**src/rtl/load_store_unit.sv**
```systemverilog
// Memory-access stage: single-outstanding req/ack data port, load extension, store strobes.
// Optional build macro MISALIGN_TRAP_EN turns misaligned H/W accesses into error responses.
module load_store_unit #(
  parameter int unsigned TIMEOUT_CYCLES = 255
) (
  input  logic        clk,
  input  logic        rst,
  input  logic        req_valid,
  output logic        req_ready,
  input  logic        req_we,
  input  logic [2:0]  req_funct3,
  input  logic [31:0] req_addr,
  input  logic [31:0] req_wdata,
  output logic        mem_req,
  output logic        mem_we,
  output logic [31:0] mem_addr,
  output logic [3:0]  mem_wstrb,
  output logic [31:0] mem_wdata,
  input  logic        mem_ack,
  input  logic [31:0] mem_rdata,
  output logic        resp_valid,
  output logic [31:0] resp_data,
  output logic        resp_err
);

  typedef enum logic [1:0] {IDLE, REQ, RESP} state_t;

  localparam logic [7:0] TO_LAST = 8'(TIMEOUT_CYCLES - 1);

  state_t      state;
  logic        we_q;
  logic [2:0]  funct3_q;
  logic [1:0]  a_q;
  logic [7:0]  cnt;
  logic        req_bad;
  logic [3:0]  strb;
  logic [31:0] wdata_rep;
  logic [7:0]  byte_sel;
  logic [15:0] half_sel;
  logic [31:0] load_ext;
  logic        timeout_hit;

  assign req_ready   = (state == IDLE);
  assign timeout_hit = (TIMEOUT_CYCLES != 0) && (cnt == TO_LAST);

  always_comb begin
    req_bad = 1'b0;
    if (req_we) begin
      req_bad = !(req_funct3 == 3'b000 || req_funct3 == 3'b001 || req_funct3 == 3'b010);
    end else begin
      req_bad = (req_funct3 == 3'b011 || req_funct3 == 3'b110 || req_funct3 == 3'b111);
    end
`ifdef MISALIGN_TRAP_EN
    if (req_funct3[1:0] == 2'b01 && req_addr[0])
      req_bad = 1'b1;
    if (req_funct3[1:0] == 2'b10 && req_addr[1:0] != 2'b00)
      req_bad = 1'b1;
`endif
  end

  always_comb begin
    strb      = '0;
    wdata_rep = '0;
    if (req_we) begin
      case (req_funct3[1:0])
        2'b00: begin
          strb      = 4'b0001 << req_addr[1:0];
          wdata_rep = {4{req_wdata[7:0]}};
        end
        2'b01: begin
          strb      = req_addr[1] ? 4'b1100 : 4'b0011;
          wdata_rep = {2{req_wdata[15:0]}};
        end
        default: begin
          strb      = 4'b1111;
          wdata_rep = req_wdata;
        end
      endcase
    end
  end

  always_comb begin
    byte_sel = mem_rdata[{a_q, 3'b000} +: 8];
    half_sel = a_q[1] ? mem_rdata[31:16] : mem_rdata[15:0];
    case (funct3_q)
      3'b000:  load_ext = {{24{byte_sel[7]}}, byte_sel};
      3'b001:  load_ext = {{16{half_sel[15]}}, half_sel};
      3'b100:  load_ext = {24'd0, byte_sel};
      3'b101:  load_ext = {16'd0, half_sel};
      default: load_ext = mem_rdata;
    endcase
  end

  always_ff @(posedge clk) begin
    if (rst) begin
      state      <= IDLE;
      we_q       <= 1'b0;
      funct3_q   <= '0;
      a_q        <= '0;
      cnt        <= '0;
      mem_req    <= 1'b0;
      mem_we     <= 1'b0;
      mem_addr   <= '0;
      mem_wstrb  <= '0;
      mem_wdata  <= '0;
      resp_valid <= 1'b0;
      resp_err   <= 1'b0;
      resp_data  <= '0;
    end else begin
      resp_valid <= 1'b0;
      case (state)
        IDLE: begin
          if (req_valid) begin
            we_q     <= req_we;
            funct3_q <= req_funct3;
            a_q      <= req_addr[1:0];
            cnt      <= '0;
            if (req_bad) begin
              state      <= RESP;
              resp_valid <= 1'b1;
              resp_err   <= 1'b1;
              resp_data  <= '0;
            end else begin
              state     <= REQ;
              mem_req   <= 1'b1;
              mem_we    <= req_we;
              mem_addr  <= {req_addr[31:2], 2'b00};
              mem_wstrb <= strb;
              mem_wdata <= wdata_rep;
            end
          end
        end
        REQ: begin
          cnt <= cnt + 8'd1;
          // an ack in the timeout cycle takes priority over the timeout
          if (mem_ack) begin
            state      <= RESP;
            mem_req    <= 1'b0;
            mem_we     <= 1'b0;
            mem_wstrb  <= '0;
            resp_valid <= 1'b1;
            resp_err   <= 1'b0;
            resp_data  <= we_q ? '0 : load_ext;
          end else if (timeout_hit) begin
            state      <= RESP;
            mem_req    <= 1'b0;
            mem_we     <= 1'b0;
            mem_wstrb  <= '0;
            resp_valid <= 1'b1;
            resp_err   <= 1'b1;
            resp_data  <= '0;
          end
        end
        RESP:    state <= IDLE;
        default: state <= IDLE;
      endcase
    end
  end

endmodule

```
**config.mk**
```make
export PLATFORM = sky130hd
export DESIGN_NAME = load_store_unit
export DESIGN_NICKNAME = d
export VERILOG_FILES = /design/src/rtl/load_store_unit.sv
export SDC_FILE = /design/constraint.sdc
export NUM_CORES = 1
export LEC_CHECK = 0
export ABC_AREA = 1
export CAP_MARGIN = 20
export CORE_MARGIN = 2
export CORE_UTILIZATION = 40
export CTS_BUF_LIST = sky130_fd_sc_hd__clkbuf_2 sky130_fd_sc_hd__clkbuf_4 sky130_fd_sc_hd__clkbuf_8
export DETAILED_ROUTE_END_ITERATION = 7
export PLACE_DENSITY = 0.78
export SLEW_MARGIN = 20
export SYNTH_ARGS = -nofsm -noshare
export SYNTH_HDL_FRONTEND = slang
export SYNTH_SLANG_ARGS = --single-unit
```
**constraint.sdc**
```tcl
create_clock -name clk -period 1.6 [get_ports clk]
set_clock_uncertainty 0.05 [all_clocks]
set_input_delay 0.4 -clock clk [delete_from_list [all_inputs] [get_ports clk]]
set_output_delay 0.4 -clock clk [all_outputs]
set_load 0.1 [all_outputs]
```
# --- Word level (Yosys, flattened, before mapping) ---
# Index checks and enable logic that the tools add are counted.
word_totals:
  reg_bits: 118
  out_inout_bits: 105
  n_memories: 0
  mem_bits_rw: 0
  latch_bits: 0
  rom_bits: 0
  in_bits: 104
  word_cells: 92
op_classes:
  muxes: 44
  n_bitwise: 1
  add_sub_neg: 1
  magnitude_cmp: 0
  n_shift: 2
  eq_ne: 15
  n_div: 0
  reduce_logical: 16
  mul: 0
ops:
  columns: ["op", "n"]
  rows:
  - ["32-bit two-way mux", 6]
  - ["32-bit one-hot mux with 2 select lines", 2]
  - ["32-bit one-hot mux with 4 select lines", 1]
  - ["32-bit by 6-bit variable part select with 8-bit output", 1]
  - ["4-bit two-way mux", 6]
  - ["16-bit two-way mux", 1]
  - ["4-bit one-hot mux with 2 select lines", 2]
  - ["8-bit one-hot mux with 2 select lines", 1]
  - ["1-bit two-way mux", 15]
  - ["3-bit equality test (second input constant)", 4]
  - ["8-bit by 1-bit adder with 8-bit output (second input constant)", 1]
  - ["8-bit equality test (second input constant)", 1]
  - ["2-bit two-way mux", 4]
  - ["8-bit two-way mux", 1]
  - ["1-bit one-hot mux with 2 select lines", 4]
  - ["4-bit AND reduction", 2]
  - ["3-bit by 1-bit equality test with 1-bit output (second input constant)", 2]
  - ["3-bit by 2-bit equality test with 1-bit output (second input constant)", 2]
  - ["3-bit logical NOT", 2]
  - ["2-bit AND reduction", 3]
  - ["2-bit by 1-bit equality test with 1-bit output (second input constant)", 2]
  - ["2-bit logical NOT", 2]
  - ["1-bit logical OR", 4]
  - ["2-bit inequality test (second input constant)", 2]
  - ["other kinds (8)", 8]

# --- Logic depth before layout (Yosys ltp) ---
# Gate-level depths: netlist of run 1.
logic_depth:
  word_depth: 8
  depth_mapped: 10
  ltp_nobuf: 10

# --- Worst setup path before layout of run 1 ---
# Ideal clock, no wire load.
synth_path:
  path_kind: "register -> register"
  startpoint: "register state[1]"
  endpoint: "register resp_data[2]"
  arrival_ns: 2.135
  stages_incl_launch_ff: 9
  synth_period_minus_slack_ns: 2.303
  path_buffers: 0
  setup_ns: 0.118
  setup_slack_ns: -0.703
  required_ns: 1.432
  cell_sequence: "dfxtp_1 -> nor2_2 -> nand2_1 -> inv_2 -> nand2_1 -> nand2_1 -> inv_2 -> nor2_1 -> nor2_1"
synth_via:
  elab_chain_cells: 3
  word_cells_on_any_way: 8
  classes_between: "4 x eq/ne; 1 x mux; 3 x reduce/logical"
synth_lines:
  columns: ["item", "line", "rtl"]
  rows:
  - ["from (decl)", "30", "state_t state;"]
  - ["from (signal assigned)", "96", "state <= IDLE;"]
  - ["from (signal assigned)", "119", "state <= RESP;"]
  - ["from (signal assigned)", "124", "state <= REQ;"]
  - ["2-bit logical NOT (*)", null, null]
  - ["net req_ready", "9", "output logic req_ready,"]
  - ["2-bit by 1-bit inequality test with 1-bit output (no source line) (tied with other cells)", null, null]
  - ["4-bit AND reduction (no source line)", null, null]
  - ["to (signal assigned)", "143", "resp_data <= we_q ? '0 : load_ext;"]
  - ["to (decl)", "22", "output logic [31:0] resp_data,"]
# The timed path passes the listed nets; every way through them passes the cells marked *.
# A chain may end at the register's enable or synchronous reset.

# --- Worst setup path after layout of run 1 ---
layout_path:
  startpoint: "register state[0]"
  endpoint: "output port req_ready"
layout_via:
  elab_chain_cells: 1
layout_lines:
  columns: ["item", "line", "rtl"]
  rows:
  - ["2-bit logical NOT", "43", "assign req_ready = (state == IDLE);"]
  - ["to (decl)", "9", null]
# No other way between the ends.

==> out/summary.txt, run 1 <==
Status = finished clean
GP Congestion = 0.8658
Post-DR wirelength/cell = 16.05 µm
Max-Cap Viols = 0
Post-Place Cells = 1116
CP endpoint kind = output pin
First-pass GRT wire length = 28790 µm
Initial Util = 41.22%
Filler instances = 901
Initial antenna violation count = 0
Mapped Cells = 737
Post-Layout Cell Count = 1142
Number of flops mapped to enable cells by yosys = 0
Syn_area_per_cell = 7.086 µm²
Mapped Area = 5223 µm²
Pwr/cell area = 1041 nW/µm²
Fin crit period = 1.595 ns
Most used flip-flop cell after synthesis = dfxtp_1
Final number of hold-violating endpoints = 0
CTS H-tree lvls = 4
Crit-path max FO = 3
I/O Buffers = 206
Maximum root-to-sink buffer count = 2
Area delta synth->final = 77.38%
Dpl hpwl = 13210 µm
Clk_lat worst skew = 0.44 ns
Via count = 5950
Max-slew violation count = 0
Iteration-0 DRC Markers = 507
Worst Path Required = 1.15 ns
GRT Util Overall = 25.81%
Dpl ws = -0.4274 ns
Number of I/O pins = 209
Die height = 118.3 µm
Drt pass-1 iters = 5
Register area share after synthesis = 45.23%
Vias in the first global route = 5776
Nets = 1072
HP Class = primary input to flop
Hold_buf cts = 0
Final core occ = 73.11%
Worst Path Arrival = 1.14 ns
Final setup fails = 0
Die ar. = 13990 µm²
FP Rows = 41
Pin count of the biggest net entering global routing = 50
Core area = 12670 µm²
Clk root buf = clkbuf_8
Crit path launch type = flop
Netlist cell types = 32
Clock sinks = 118
Crit path kind = flop to output pin
Worst Hold Slack = 0.3112 ns
Worst setup margin = 0.005102 ns
Async S/R FF share, synth = 0%
Die span in x = 118.3 µm
Antenna viol nets, final = 0
Period utilization = 99.68%
GR Overflow Total = 0
Top cells by area, synth = dfxtp_1 45%, nor2_1 11%, o21ai_0 9.0%
Maximum clock frequency = 627.0 MHz
Syn. warnings = 0
Power Total = 9.644 mW
Leading area contributor after synthesis = dfxtp_1
Commonest non-fill, non-tap cell in the layout = nor2_1
Yosys top cell area share = 45.23%
Num CTS Buffers = 17
N_diodes = 0
LEAKAGE = 3.821 nW
Unrepaired setup endpoints after global routing = yes
Routed wire length = 18330 µm
Layout cell share with drive strength beyond 1 = 22.16%
CTS tree = done
VDD IR-drop max = 0.6204 mV
Worst-path clk slew = 0.06 ns
DRC = 0
Commonest non-fill, non-tap cells in the layout = 152 x nor2_1, 115 x dfxtp_1, 115 x buf_12, 100 x clkdlybuf4s50_1, 90 x nand2_1
Vias per cell = 5.210
FF+latch count, synth = 118
==> cells in the mapped netlist (all sizes together), types with 2 or more instances <==
| master | instances |
|---|---|
| o22ai | 5 |
| clkbuf | 32 |
| inv | 38 |
| ha | 2 |
| nor3 | 11 |
| o211a | 7 |
| a21oi | 83 |
| dfxtp | 118 |
| a22oi | 8 |
| buf | 16 |
| o211ai | 15 |
| nand3 | 34 |
| nand2 | 100 |
| nor2 | 158 |
| o21ai | 101 |
==> metrics by stage <==
| stage | cell area, µm² | setup TNS (ns) |
|---|---|---|
| floorplan | 5278 | -13.41 |
| global placement | 8822 | -31.34 |
| detailed placement | 8822 | -36.12 |
| CTS | 9126 | -0.01646 |
| global route | 9264 | -0.1505 |
| finish | 9264 | 0 |
==> routing by layer <==
metal	global-route usage, %	routed length (µm)	vias up
met3	7.867	1478	42
li1	-	-	2909
met1	30.48	7230	2734
met5	0	0	-
met4	11.60	533	0
met2	42.96	9084	265
==> state kept, by name, summed over array words and instances, names as in the netlist <==
name,count
mem_wdata,32
resp_data,32
mem_addr,30
cnt,8
mem_wstrb,4
funct3_q,3
a_q,2
state,2
mem_req,1
mem_we,1
resp_err,1
resp_valid,1
we_q,1
==> report_power, final <==
part	internal [mW]	leakage, nW	switching [mW]
sequential	3.18	0.967	0.255
combinational	1.51	2.70	2.51
clock	1.12	0.154	1.08
==> final timing paths <==
kind	start	endpoint	slack, ns	cells past startpoint
hold / removal	rst	state[0]$_SDFFE_PP0P_	0.31	3
setup reg to reg	cnt[0]$_SDFFE_PP0P_	resp_err$_SDFFE_PP0P_	0.04	10
setup / recovery	state[0]$_SDFFE_PP0P_	req_ready	0.005	2
hold reg to reg	we_q$_SDFFE_PP0P_	we_q$_SDFFE_PP0P_	0.44	2
==> critical path, stage by stage (launching register included) <==
cell and delay [ns]:
dfxtp_2 0.33, nor2_4 0.18, buf_12 0.20
==> cell type report <==
| class | count | area, µm² | area share, % |
|---|---|---|---|
| Timing Repair Buffer | 257 | 3651 | 39.41 |
| Multi-Input combinational cell | 533 | 2594 | 28.00 |
| Sequential cell | 118 | 2366 | 25.54 |
| Clock buffer | 22 | 284.0 | 3.066 |
| Tap cell | 172 | 215.2 | 2.323 |
| Inverter | 39 | 148.9 | 1.607 |
| Clock inverter | 1 | 5.005 | 0.05402 |
==> what timing repair did <==
action,4_1_cts,5_1_grt
pin swaps,1,3
gates cloned,0,1
gates resized for setup,3,41
setup buffers,1,1
endpoints found under the setup margin,31,66
==> kinds of logic (layout without fill, tap and decap cells) <==
| kind of cell | after synthesis | in the layout | share of synthesized area [%] |
|---|---|---|---|
| and+or+nand+nor | 307 | 307 | 23.67 |
| AOI/OAI and AO/OA | 221 | 221 | 23.24 |
| DFF | 118 | 118 | 45.23 |
| buffers and inverters | 87 | 319 | 7.139 |
| adders and majority gates | 2 | 2 | 0.4791 |
| other | 1 | 2 | 0.07180 |
| xor gates and xnor gates | 1 | 1 | 0.1677 |
Note: power is estimated with default switching activity, not from simulation.
==> run 2, diff against run 1 <==
PLACE_DENSITY = 0.75   (was 0.78)
clock period = 1.5 ns   (was 1.6 ns; I/O delays follow)
==> out/summary.txt, run 2 (synthesis results as in run 1) <==
Status = finished with violations
Failing checks = negative setup slack
Final number of hold-violating endpoints = 0 (unchanged)
Critical path's top delay family = flip-flops
FP Rows = 41 (unchanged)
Initial antenna violation count = 1 (+1)
Die span in x = 118.3 µm (unchanged)
R2r setup slk = -0.06 ns (-0.10 ns)
Hold depth = 3 (unchanged)
First-pass GRT wire length = 30110 µm (+4.6%)
DRC = 0 (unchanged)
Die height = 118.3 µm (unchanged)
Pwr/cell area = 1169 nW/µm² (+12%)
Unrepaired setup endpoints after global routing = yes
Maximum root-to-sink buffer count = 2 (unchanged)
Clk root buf = clkbuf_8
LEAKAGE = 4.180 nW (+9.4%)
GRT Util Overall = 27.01% (+1.2 points)
Pin count of the biggest net entering global routing = 70 (+40%)
Crit-path max FO = 2 (-1)
Maximum clock frequency = 623.6 MHz
Area post-placement = 8887 µm² (+0.74%)
Initial Util = 41.22% (unchanged)
Hold_buf cts = 0 (unchanged)
Worst R2R Path Depth = 9 (-1)
Crit path kind = flop to output pin
Commonest non-fill, non-tap cell in the layout = nor2_1
VDD IR-drop max = 0.8559 mV (+38%)
Commonest non-fill, non-tap cells in the layout = 139 x nor2_1, 111 x buf_12, 98 x clkdlybuf4s50_1, 88 x nand2_1, 86 x dfxtp_1
Post-Place Cells = 1133 (+1.5%)
CTS H-tree lvls = 4 (unchanged)
Final setup fails = 26 (+26)
Nets = 1102 (+2.8%)
Vias in the first global route = 5997 (+3.8%)
CTS tree = done
Vias per cell = 5.522 (+6.0%)
Slowest cell on the critical path = dfxtp_4
Top Registers = mem_wdata: 32 flops, resp_data: 32 flops, mem_addr: 30 flops
Core area = 12670 µm² (unchanged)
Crit path launch type = flop
Hold Crit Endpoint = cnt[4]$_SDFFE_PP0P_
Worst reg2reg startpoint = state[1]$_SDFFE_PP0P_
Layout cell share with drive strength beyond 1 = 34.82% (+13 points)
Hold_sp = rst
Routed wire length = 21950 µm (+20%)
Die ar. = 13990 µm² (unchanged)
Iteration-0 DRC Markers = 600 (+18%)
Post-Layout Cell Count = 1181 (+3.4%)
Clk_lat worst skew = 0.45 ns (about the same)
Area delta synth->final = 95.76%
Num CTS Buffers = 17 (unchanged)
Period utilization = 106.9%
GR Overflow Total = 0 (unchanged)
Buf/Inv on CP = 2 (+1)
Max-slew violation count = 0 (unchanged)
Drt pass-1 iters = 6 (+1)
Crit-path cells = nor2_4, buf_6, buf_12
Filler instances = 752 (-17%)
Fin crit period = 1.604 ns
Clock sinks = 118 (unchanged)
Number of I/O pins = 209 (unchanged)
Worst Path Required = 1.07 ns (-0.08 ns)
Via count = 6521 (+9.6%)
GP Congestion = 0.8977 (+3.7%)
Worst setup margin = -0.1037 ns (-0.1088 ns)
I/O Buffers = 206 (unchanged)
HP Class = primary input to flop
Max-Cap Viols = 0 (unchanged)
Worst Path Arrival = 1.18 ns (+0.04 ns)
Worst-path clk slew = 0.07 ns (about the same)
CP endpoint kind = output pin
Antenna viol nets, final = 0 (unchanged)
Final instance area = 10220 µm² (+10%)
Post-DR wirelength/cell = 18.59 µm (+16%)
Dpl hpwl = 13690 µm (+3.6%)
Worst r2r dst = mem_wstrb[0]$_SDFFE_PP0P_
CP peak stage delay = 0.36 ns (+0.03 ns)
-- run 2: repair_timing --
action / in CTS / in global routing
endpoints found under the hold margin: 0 / 0
endpoints found under the setup margin: 64 / 120
gates cloned: 0 / 11
pin swaps: 6 / 22
resized for setup: 40 / 168
setup buffers: 2 / 3
-- run 2: metal layers --
metal | share of wire [%] | vias up | GRT usage, %
met5 | 0 | - | 0
met3 | 9.4 | 99 | 8.832
met1 | 36 | 3063 | 30.32
met4 | 4.8 | 0 | 12.73
li1 | - | 2980 | -
met2 | 50 | 379 | 46.13
-- run 2: cell type report --
| class | count | area [µm²] | area share [%] |
|---|---|---|---|
| diodes | 1 | 2.502 | 0.02448 |
| clock buffers | 21 | 276.5 | 2.705 |
| clock inverters | 10 | 200.2 | 1.958 |
| inverters | 39 | 162.7 | 1.591 |
| multi-input cells | 533 | 2928 | 28.64 |
| flip-flops and latches | 118 | 2405 | 23.52 |
| well taps | 172 | 215.2 | 2.105 |
| repair buffers | 287 | 4034 | 39.46 |
-- run 2: worst max-delay path by stage --
stage | from | endpoint | slack (ns) | depth (start not counted)
6_report | state[1]$_SDFFE_PP0P_ | req_ready | -0.10 | 3
5_1_grt | state[0]$_SDFFE_PP0P_ | cnt[3]$_SDFFE_PP0P_ | -0.18 | 9
4_1_cts | state[1]$_SDFFE_PP0P_ | req_ready | -0.11 | 3
3_5_place_dp | req_funct3[2] | mem_addr[5]$_SDFFE_PP0P_ | -0.53 | 10
3_3_place_gp | req_funct3[2] | mem_addr[23]$_SDFFE_PP0P_ | -0.46 | 10
2_1_floorplan | state[0]$_SDFFE_PP0P_ | mem_wdata[3]$_SDFFE_PP0P_ | -0.26 | 8
-- run 2: worst register-to-register path: stages, from the launching register on --
cell	delay [ns]
dfxtp_4	0.36
nor2_4	0.10
buf_4	0.14
nand2_4	0.06
inv_4	0.07
nand2_1	0.10
nor2_4	0.22
buf_12	0.16
nand2_1	0.07
a21oi_2	0.15
-- run 2: where the power goes --
group / total (mW) / switching, mW / internal [mW] / leakage (nW)
clock network: 3.57 / 1.32 / 2.25 / 0.246
logic: 4.70 / 2.91 / 1.79 / 2.96
registers: 3.68 / 0.281 / 3.40 / 0.979
-- run 2: metrics by stage --
step | setup WS [ns] | power [mW] | utilization, % | setup TNS [ns] | hold WS (ns)
2_1_floorplan | -0.2633 | 6.135 | - | -23.98 | 0.3832
3_3_place_gp | -0.4624 | 7.886 | 70.14 | -42.17 | 0.4006
3_5_place_dp | -0.5261 | 7.936 | 70.14 | -45.44 | 0.4185
4_1_cts | -0.1126 | 11.52 | 74.52 | -0.1804 | 0.2024
5_1_grt | -0.1845 | 12.32 | 80.69 | -4.020 | 0.2250
6_report | -0.1037 | 11.95 | 80.69 | -0.7432 | 0.2341
==> run 3, diff against run 2 <==
CAP_MARGIN = 10   (was 20)
CTS_CLUSTER_DIAMETER = 80   (was unset)
==> results of run 3 <==
The final DEF is identical to that of run 2; final timing and power are the same.
